### src/rtl/dmem_arbiter.sv
// dmem_arbiter
//   Two-port arbiter and sequencer in front of a single-port data memory.
//   Port A is the CPU memory stage and port B is the secondary requester
//   (display/debug/UART loader). Each request is served as
//   IDLE -> ACCESS -> RESP, so one transaction completes every three cycles.
//   The memory control outputs are registered. Read data is returned on a
//   one-cycle ack pulse and is held until the next read on that port.
//
// Ports
//   clk, rst_n                       clock (rising edge), async active-low reset
//   a_req/a_we/a_addr/a_wdata        port A request, fields stable until a_ack
//   a_ack, a_rdata                   port A completion pulse and read data
//   b_req/b_we/b_addr/b_wdata        port B request, fields stable until b_ack
//   b_ack, b_rdata                   port B completion pulse and read data
//   mem_we, mem_addr, mem_wdata      memory write enable, address, write data
//   mem_rdata                        memory read data (combinational from mem_addr)
//   busy                             high while in ACCESS or RESP
//
// Parameters
//   AW, DW       address and data widths, passed through unmodified
//   FIXED_PRIO   0 = round-robin on ties, 1 = port A always wins ties
module dmem_arbiter #(
  parameter int AW         = 32,
  parameter int DW         = 32,
  parameter int FIXED_PRIO = 0
) (
  input  logic          clk,
  input  logic          rst_n,
  input  logic          a_req,
  input  logic          a_we,
  input  logic [AW-1:0] a_addr,
  input  logic [DW-1:0] a_wdata,
  output logic          a_ack,
  output logic [DW-1:0] a_rdata,
  input  logic          b_req,
  input  logic          b_we,
  input  logic [AW-1:0] b_addr,
  input  logic [DW-1:0] b_wdata,
  output logic          b_ack,
  output logic [DW-1:0] b_rdata,
  output logic          mem_we,
  output logic [AW-1:0] mem_addr,
  output logic [DW-1:0] mem_wdata,
  input  logic [DW-1:0] mem_rdata,
  output logic          busy
);

  typedef enum logic [1:0] {
    IDLE   = 2'd0,
    ACCESS = 2'd1,
    RESP   = 2'd2
  } state_t;

  state_t state;
  logic   cur;         // port being served: 0 = A, 1 = B
  logic   last_grant;  // most recent winner: 0 = A, 1 = B
  logic   pick_b;

  // B wins when it is the only requester, or on a tie under round-robin
  // when A was the most recent winner.
  always_comb begin
    pick_b = 1'b0;
    if (b_req) begin
      if (!a_req)
        pick_b = 1'b1;
      else if ((FIXED_PRIO == 0) && (last_grant == 1'b0))
        pick_b = 1'b1;
    end
  end

  always_ff @(posedge clk or negedge rst_n) begin
    if (!rst_n) begin
      state      <= IDLE;
      cur        <= 1'b0;
      last_grant <= 1'b1;  // A takes the first tie after reset
      mem_we     <= 1'b0;
      mem_addr   <= '0;
      mem_wdata  <= '0;
      a_ack      <= 1'b0;
      b_ack      <= 1'b0;
      a_rdata    <= '0;
      b_rdata    <= '0;
      busy       <= 1'b0;
    end else begin
      case (state)
        IDLE: begin
          a_ack  <= 1'b0;
          b_ack  <= 1'b0;
          mem_we <= 1'b0;
          if (a_req || b_req) begin
            cur        <= pick_b;
            last_grant <= pick_b;
            mem_we     <= pick_b ? b_we    : a_we;
            mem_addr   <= pick_b ? b_addr  : a_addr;
            mem_wdata  <= pick_b ? b_wdata : a_wdata;
            busy       <= 1'b1;
            state      <= ACCESS;
          end
        end

        ACCESS: begin
          // mem_we still holds the latched direction during this cycle;
          // read data is only captured for reads.
          if (!mem_we) begin
            if (cur)
              b_rdata <= mem_rdata;
            else
              a_rdata <= mem_rdata;
          end
          mem_we <= 1'b0;
          a_ack  <= ~cur;
          b_ack  <= cur;
          state  <= RESP;
        end

        RESP: begin
          a_ack <= 1'b0;
          b_ack <= 1'b0;
          busy  <= 1'b0;
          state <= IDLE;
        end

        default: begin
          mem_we <= 1'b0;
          a_ack  <= 1'b0;
          b_ack  <= 1'b0;
          busy   <= 1'b0;
          state  <= IDLE;
        end
      endcase
    end
  end

endmodule

### config.mk
export PLATFORM = sky130hd
export DESIGN_NAME = dmem_arbiter
export DESIGN_NICKNAME = d
export VERILOG_FILES = /design/src/rtl/dmem_arbiter.sv
export SDC_FILE = /design/constraint.sdc
export NUM_CORES = 1
export LEC_CHECK = 0
export ABC_AREA = 0
export BUFFER_PORTS_ARGS = -buffer_cell sky130_fd_sc_hd__clkbuf_2
export CAP_MARGIN = 0
export CORE_MARGIN = 4
export CORE_UTILIZATION = 50
export CTS_CLUSTER_SIZE = 10
export DETAILED_ROUTE_END_ITERATION = 10
export HOLD_SLACK_MARGIN = 0.06
export PLACE_DENSITY = 0.88
export SETUP_SLACK_MARGIN = 0.4
export SYNTH_ARGS = -nofsm -noshare
export SYNTH_HDL_FRONTEND = slang
export SYNTH_SLANG_ARGS = --single-unit
### constraint.sdc
create_clock -name clk -period 4.21 [get_ports clk]
set_input_delay 0.2105 -clock clk [delete_from_list [all_inputs] [get_ports clk]]
set_output_delay 0.2105 -clock clk [all_outputs]
set_load 0.1 [all_outputs]
# After elaboration in Yosys (flattened, before gate mapping)
# Index checks and enable logic that the tools add are counted.
[word_totals]
reg_bits = 136
latchBits = 0
ramBits = 0
rom_bits = 0
inputBits = 166
output_inout_bits = 132
wordCells = 37
n_memories = 0
[classes]
addsub = 0
n_mul = 0
n_div = 0
magnitude_cmp = 0
eq_ne = 3
shift = 0
n_mux = 14
bitwise = 3
reduce_logical = 6
[op_table]
columns = ["operator", "n"]
rows = [
  ["$mux W32", 2],
  ["$mux W1", 8],
  ["$reduce_and A3 Y1", 2],
  ["$pmux W1 S2", 2],
  ["$pmux W2 S2", 1],
  ["$reduce_and A2 Y1", 2],
  ["$not A1 Y1", 3],
  ["$eq A2 B1 Y1 const B", 1],
  ["$eq A2 B2 Y1 const B", 1],
  ["$logic_not A2 Y1", 1],
  ["$mux W2", 1],
  ["$ne A2 B2 Y1 const B", 1],
  ["$logic_or A1 B1 Y1", 1],
]

# Logic depth before layout (Yosys ltp)
# Gate-level depths: netlist (run 1).
[logic_depth]
word_depth = 6
mapped_depth = 6
depth_no_buf = 4

# Worst setup path before layout (run 1)
# No wires, ideal clock.
[synth_timing]
path_kind = "register to register"
start = "reg mem_we"
end = "reg a_rdata[12]"
setup_time_ns = 0.125
arrival_time_ns = 1.753
t_required_ns = 4.085
slack_ns = 2.332
stages_incl_launch_ff = 4
n_path_buf = 1
period_less_slack_ns = 1.878
cell_sequence = "dfrtp_1 -> nor3_2 -> buf_2 -> mux2_2"
[synth_via]
elab_chain_cells = 2
[synth_rtl]
columns = ["item", "line_no", "rtl"]
rows = [
  ["start, declared", "41", "output logic mem_we,"],
  ["start signal, assigned", "93", "mem_we <= pick_b ? b_we : a_we;"],
  ["$not A1 Y1 (no line)", "n/a", ""],
  ["$reduce_and A3 Y1 (no line)", "n/a", ""],
  ["end signal, assigned", "108", "a_rdata <= mem_rdata;"],
  ["end, declared", "34", "output logic [DW-1:0] a_rdata,"],
]
# Every way passes these cells.
# A chain may end at the register's enable or synchronous reset.

# Final worst setup path (run 1)
[layout_timing]
start = "in a_req"
end = "reg mem_wdata[24]"
[layout_via]
elab_chain_cells = 3
word_cells_on_any_way = 5
cone_classes = "mux (3); reduce/logical (2)"
[layout_rtl]
columns = ["item", "line_no", "rtl"]
rows = [
  ["start, declared", "29", "input logic a_req,"],
  ["$mux W1", "64", "if (!a_req)"],
  ["$mux W1", "63", "if (b_req) begin"],
  ["$mux W32", "95", "mem_wdata <= pick_b ? b_wdata : a_wdata;"],
  ["end signal, assigned", "95", ""],
  ["end, declared", "43", "output logic [DW-1:0] mem_wdata,"],
]
# Several ways; a longest one is shown, not always the timed one.

==> results_dict.tcl, run 1 <==
set metrics [dict create \
    grt_setup_unrepaired "false" \
    cts_tree "yes" \
    status "completed" \
    clk_pin_slew_worst_paths_ns 0.06 \
    avgSynthCellArea_sq_um 16.7 \
    drc 0 \
    wl_per_cell_um 18.9 \
    grt_usage 0.230 \
    final_nets 867 \
    clock_skew_ns 0.00583 \
    gp_congestion 0.773 \
    synth_top_area_frac 0.549 \
    portBuffers 297 \
    hold_class "primary input to flip-flop" \
    wirelength_mm 16.2 \
    fp.dieH_um 119 \
    num_rows 40 \
    viasPerCell 5.06 \
    synth_area_leader_cell "dfrtp_1" \
    hold_viol 0 \
    area_growth_pct 39.5 \
    yosysWarnings 0 \
    dp.final_hpwl_mm 11.6 \
    root_buffer "clkbuf_16" \
    max_freq_mhz 340 \
    synth_edf_count 0 \
    clock_latency_ns 0.41 \
    vias 4342 \
    fin_crit_ns 2.94 \
    crit_fanout 53 \
    ant_nets 0 \
    synth-main-ff-cell "dfrtp_1" \
    ys_top_cells_by_count "dfrtp_1, mux2_2, mux2_4, mux2_1" \
    slew_headroom 0.282 \
    first_global_vias 4826 \
    cts.sinks 136 \
    layoutNonFillerInstCount 858 \
    synth_area_sq_um 6150 \
    synthesis.nets 534 \
    clk_path_buf_depth 2 \
    grt_overflow_total 0 \
    arrival_ns 3.23 \
    end_kind "flip-flop" \
    max_cap_violations 0 \
    chipWidth_um 119 \
    drive_gt1_frac 0.723 \
    ys_ff_latch 136 \
    synth_area_leaders "dfrtp_1, mux2_4, mux2_2" \
    cts_buffers 17 \
    antenna_found_initial 0 \
    fp.dieArea_sq_um 14100 \
    fillers 782 \
    critPathRequiredTime_ns 4.49 \
    synthArstFlopShare 1.00 \
    synth.most_common_cell "dfrtp_1" \
    slew_violations 0 \
    grt_max_degree 96 \
    setup_violations 0 \
    ctsHtreeMaxLevel 4 \
    grt_first_pass_wirelength_mm 25.5 \
    drt_iter0_markers 213 \
    period_share 0.699 \
    fin_setup_tns_ns 0 \
    synth_cell_types 23 \
    drtPass1Iterations 4 \
    worst_pin_slew_ns 1.08 \
    io_pins 298 \
    postCtsResizedCells 0 \
    antenna_cells 0 \
    place_inst 797 \
    initial_core_util 0.512 \
    crit_path_start_kind "primary input" \
    critPathKind "primary input to flip-flop" \
    ys_seq_area_frac 0.553 \
    core_sq_um 12000 \
    synthCells 368 \
]
## through the flow
step,cell area (sq um),hold slack (ns),setup slack [ns],util
final,8580,0.0778,1.27,0.714
after global routing,8580,0.0680,1.08,0.714
after detailed placement,7720,0.338,1.38,0.643
after global placement,7720,0.330,1.56,0.643
after floorplan,6150,-0.0851,2.33,-
after CTS,8580,0.0600,1.24,0.714
## final timing paths
kind                                 end           from  slack, ns  cells past startpoint
hold reg to reg              b_rdata[25]    b_rdata[25]       0.48                      1
setup reg to reg           mem_wdata[24]       state[0]       1.46                      5
max in group asynchronous  mem_wdata[24]          rst_n       2.66                      3
setup / recovery           mem_wdata[24]          a_req       1.27                      6
hold / removal               a_rdata[24]  mem_rdata[24]       0.08                      2
min in group asynchronous  mem_wdata[18]          rst_n       0.44                      2
## cell type report
type,count,area (sq um),share of cell area
Sequential cell,136,3400,0.397
Clock inverter,10,106,0.0124
Multi-Input combinational cell,208,2580,0.301
Timing Repair Buffer,335,1860,0.217
Tap cell,147,184,0.0214
Inverter,3,12.5,0.00146
Clock buffer,19,433,0.0505
## sequential cells by signal, summed over array words and instances, names as in the netlist
register and count:
state 2, cur 1, b_ack 1, a_rdata 32
busy 1, a_ack 1, b_rdata 32, mem_we 1
mem_addr 32, mem_wdata 32, last_grant 1
## routing by layer
| metal | part of all wire | vias to the layer above | GRT usage |
|---|---|---|---|
| li1 | - | 1980 | - |
| met1 | 0.38 | 2104 | 0.262 |
| met2 | 0.53 | 225 | 0.409 |
| met3 | 0.076 | 33 | 0.0641 |
| met4 | 0.022 | 0 | 0.0891 |
| met5 | 0 | - | 0 |
## kinds of logic after synthesis
| logic type | synth area share |
|---|---|
| DFF | 0.553 |
| and+or+nand+nor | 0.00773 |
| AOI/OAI and AO/OA | 0.00732 |
| muxes | 0.402 |
| buffers and inverters | 0.0295 |
## placed cells by master (no fill, tap or decap)
master	synthesis	layout
dfrtp_1	135	135
nor3_4	0	1
o21ai_0	2	2
clkinv_2	0	7
nor3_1	1	1
a21o_1	1	1
mux2i_1	1	1
nor2_1	2	2
nand2_1	1	1
buf_6	10	1
and3b_1	1	1
o22ai_1	1	1
mux2_1	13	13
nor2b_2	0	1
nand2b_1	1	1
clkbuf_2	0	296
dlygate4sd3_1	0	32
clkbuf_1	0	2
mux2_4	80	80
dfstp_2	1	1
clkbuf_16	0	17
buf_4	1	6
bufinv_16	0	2
clkinvlp_4	0	1
inv_6	0	1
mux2_2	99	99
a21bo_4	0	1
a21oi_1	1	1
inv_1	3	2
a31oi_1	1	1
## worst max-delay path: stages
cell	delay [ns]
dlygate4sd3_1	0.54
clkbuf_2	0.14
o21ai_0	0.45
clkinv_2	0.96
buf_4	0.56
mux2_4	0.33
## repair_timing
| action | CTS | global route |
|---|---|---|
| hold endpoints to repair | 151 | 0 |
| hold buffers | 32 | 0 |
| buffers inserted | 0 | 0 |
Power of run 1 is not shown: default switching activity piles up to over one toggle a cycle in this logic, so the estimate is an artifact.
==> run 2, diff against run 1 <==
--- a/config.mk
+++ b/config.mk
@@ -5,15 +5,15 @@
 export SDC_FILE = /design/constraint.sdc
 export NUM_CORES = 1
 export LEC_CHECK = 0
-export ABC_AREA = 0
+export ABC_AREA = 1
 export BUFFER_PORTS_ARGS = -buffer_cell sky130_fd_sc_hd__clkbuf_2
 export CAP_MARGIN = 0
 export CORE_MARGIN = 4
-export CORE_UTILIZATION = 50
+export CORE_UTILIZATION = 47
 export CTS_CLUSTER_SIZE = 10
 export DETAILED_ROUTE_END_ITERATION = 10
 export HOLD_SLACK_MARGIN = 0.06
-export PLACE_DENSITY = 0.88
+export PLACE_DENSITY = 0.83
 export SETUP_SLACK_MARGIN = 0.4
 export SYNTH_ARGS = -nofsm -noshare
 export SYNTH_HDL_FRONTEND = slang
==> constraint.sdc (replaced) <==
create_clock -name clk -period 2.75 [get_ports clk]
set_input_delay 0.1375 -clock clk [delete_from_list [all_inputs] [get_ports clk]]
set_output_delay 0.1375 -clock clk [all_outputs]
set_load 0.1 [all_outputs]
==> run 2 against run 1 <==
  * Core utilization up 5.9 points
  * Synthesized area up 2.1%
  * Cell area up 16%
  * First-iteration DRC count up 150%
  * Critical endpoint is now mem_wdata[7]
  * Clock skew up 0.0047 ns
  * Die area up 8.0%
==> results_dict.tcl, run 2 <==
set metrics [dict create \
    status "completed" \
    clk_path_buf_depth 2 \
    fillers 807 \
    num_rows 41 \
    clock_skew_ns 0.0106 \
    fin_setup_tns_ns 0 \
    ys_ff_latch 136 \
    synthArstFlopShare 1.00 \
    ff2ff_path_depth 7 \
    antenna_found_initial 0 \
    placed_area_sq_um 7850 \
    max_cap_violations 0 \
    hold_viol 0 \
    synth_top_family_by_area "simple AND/OR/NAND/NOR gates" \
    final_cell_mix "clkbuf_2, nand2_1, inv_1" \
    synth_top_area_frac 0.538 \
    period_share 0.787 \
    cts_tree "yes" \
    final_common_cell "clkbuf_2" \
    chipWidth_um 124 \
    critPathTopFamily "buffers and inverters" \
    end_kind "flip-flop" \
    layoutNonFillerInstCount 1425 \
    wl_per_cell_um 16.1 \
    critPathKind "flip-flop to flip-flop" \
    drt_iter0_markers 532 \
    ctsHtreeMaxLevel 4 \
    ant_nets 0 \
    core_sq_um 12800 \
    synth_xor_area_frac 0 \
    vias 7153 \
    synthMuxAreaShare 0 \
    hold_class "primary input to flip-flop" \
    grt_max_degree 83 \
    ys_seq_area_frac 0.542 \
    worst-path-buf-inv 2 \
    io_pins 298 \
    final_area_sq_um 9910 \
    cts.sinks 136 \
    critPathRequiredTime_ns 3.05 \
    synth_area_leaders "dfrtp_1, nand2_1, nand3_1" \
    fp.dieH_um 124 \
    drive_gt1_frac 0.274 \
    clock_latency_ns 0.42 \
    ys_top_cells_by_count "nand2_1, inv_1, dfrtp_1, nand3_1, o21ai_0" \
    drtPass1Iterations 6 \
    synth_area_sq_um 6280 \
    crit_fanout 46 \
    viasPerCell 5.02 \
    synth_cell_types 15 \
    setup_violations 0 \
    reg2reg_slack_ns 0.58 \
    initial_core_util 0.489 \
    place_inst 1250 \
    grt_setup_unrepaired "false" \
    grt_first_pass_wirelength_mm 35.6 \
    first_global_vias 7344 \
    critPathMaxStageDelay_ns 0.57 \
    cp_cell_sequence "nand2_2, nand2_2, buf_12, nand2_1, nand3_1, dlygate4sd3_1, nand2_1" \
    synth-main-ff-cell "dfrtp_1" \
    crit_end "mem_wdata[7]" \
    grt_usage 0.304 \
    synthCells 821 \
    wirelength_mm 22.9 \
    max_freq_mhz 462 \
    slew_violations 0 \
    portBuffers 297 \
    gp_congestion 0.815 \
    r2r_start "last_grant" \
    r2r-end "mem_wdata[7]" \
    clk_pin_slew_worst_paths_ns 0.06 \
    worst_pin_slew_ns 1.03 \
    synth_area_leader_cell "dfrtp_1" \
    crit_path_start_kind "flip-flop" \
    cts_buffers 17 \
    synthesis.nets 987 \
    worst-path-stages 7 \
    yosys.area_share.adder 0 \
    yosysWarnings 0 \
    postLayoutCoreUtil 0.773 \
    synthSimpleGateAreaFrac 0.271 \
    arrival_ns 2.46 \
    area_growth_pct 57.9 \
    slew_headroom 0.309 \
    synth_compound_area_frac 0.0518 \
    dp.final_hpwl_mm 12.8 \
    final_nets 1406 \
    fin_crit_ns 2.17 \
    cp-startpoint "last_grant" \
    grt_overflow_total 0 \
    root_buffer "clkbuf_16" \
    fp.dieArea_sq_um 15300 \
    crit_slowest_cell "dlygate4sd3_1" \
    synth_edf_count 0 \
    hold_start "b_we" \
    avgSynthCellArea_sq_um 7.65 \
    drc 0 \
    synth.most_common_cell "nand2_1" \
]
## run 2: routing by layer
layer,track usage,wire length (um),up-vias,part of all wire
li1,-,-,3313,-
met1,0.338,8060,3330,0.35
met2,0.524,11700,406,0.51
met3,0.0700,1810,104,0.079
met4,0.190,1330,0,0.058
met5,0,0,-,0
## run 2: worst min-delay path by stage
| stage | end | slack [ns] | depth (start not counted) |
|---|---|---|---|
| after floorplan | a_ack | -0.16 | 0 |
| after global placement | mem_addr[19] | 0.24 | 1 |
| after detailed placement | mem_addr[19] | 0.24 | 1 |
| after CTS | mem_addr[31] | 0.06 | 5 |
| after global routing | mem_we | 0.09 | 5 |
| final | mem_we | 0.06 | 5 |
## run 2: kinds of logic (layout without fill, tap and decap cells)
kind of cell           Yosys count  in the layout
buffers and inverters          214            645
other                            0              1
and+or+nand+nor                406            406
AOI/OAI and AO/OA               65             65
DFF                            136            136
## run 2: stage by stage
step | hold WS, ns | setup WS (ns)
finish | 0.0623 | 0.584
detailed placement | 0.242 | 0.974
floorplan | -0.158 | 1.01
global placement | 0.237 | 1.04
global route | 0.0913 | 0.483
CTS | 0.0601 | 0.591
## run 2: tightest hold or removal path, stage by stage
cell and delay [ns]:
clkbuf_2 0.08, inv_1 0.03, nand3_1 0.06, nand3_1 0.07, nand2_1 0.06
## run 2: what timing repair did
| item | CTS | global route |
|---|---|---|
| endpoints found under the hold margin | 207 | 0 |
| endpoints found under the setup margin | 0 | 5 |
| hold buffers | 143 | 0 |
| resized for setup | 0 | 1 |
| setup buffers | 0 | 0 |
## run 2: final cells by class
cell class | instances | area (sq um) | share of cell area
multi-input cells | 471 | 2040 | 0.205
inverters | 167 | 627 | 0.0632
repair buffers | 447 | 3010 | 0.303
flip-flops and latches | 136 | 3400 | 0.343
diodes | 1 | 2.50 | 0.000252
clock inverters | 10 | 143 | 0.0144
well taps | 172 | 215 | 0.0217
clock buffers | 21 | 480 | 0.0485
Power of run 2 is left out for the same reason.
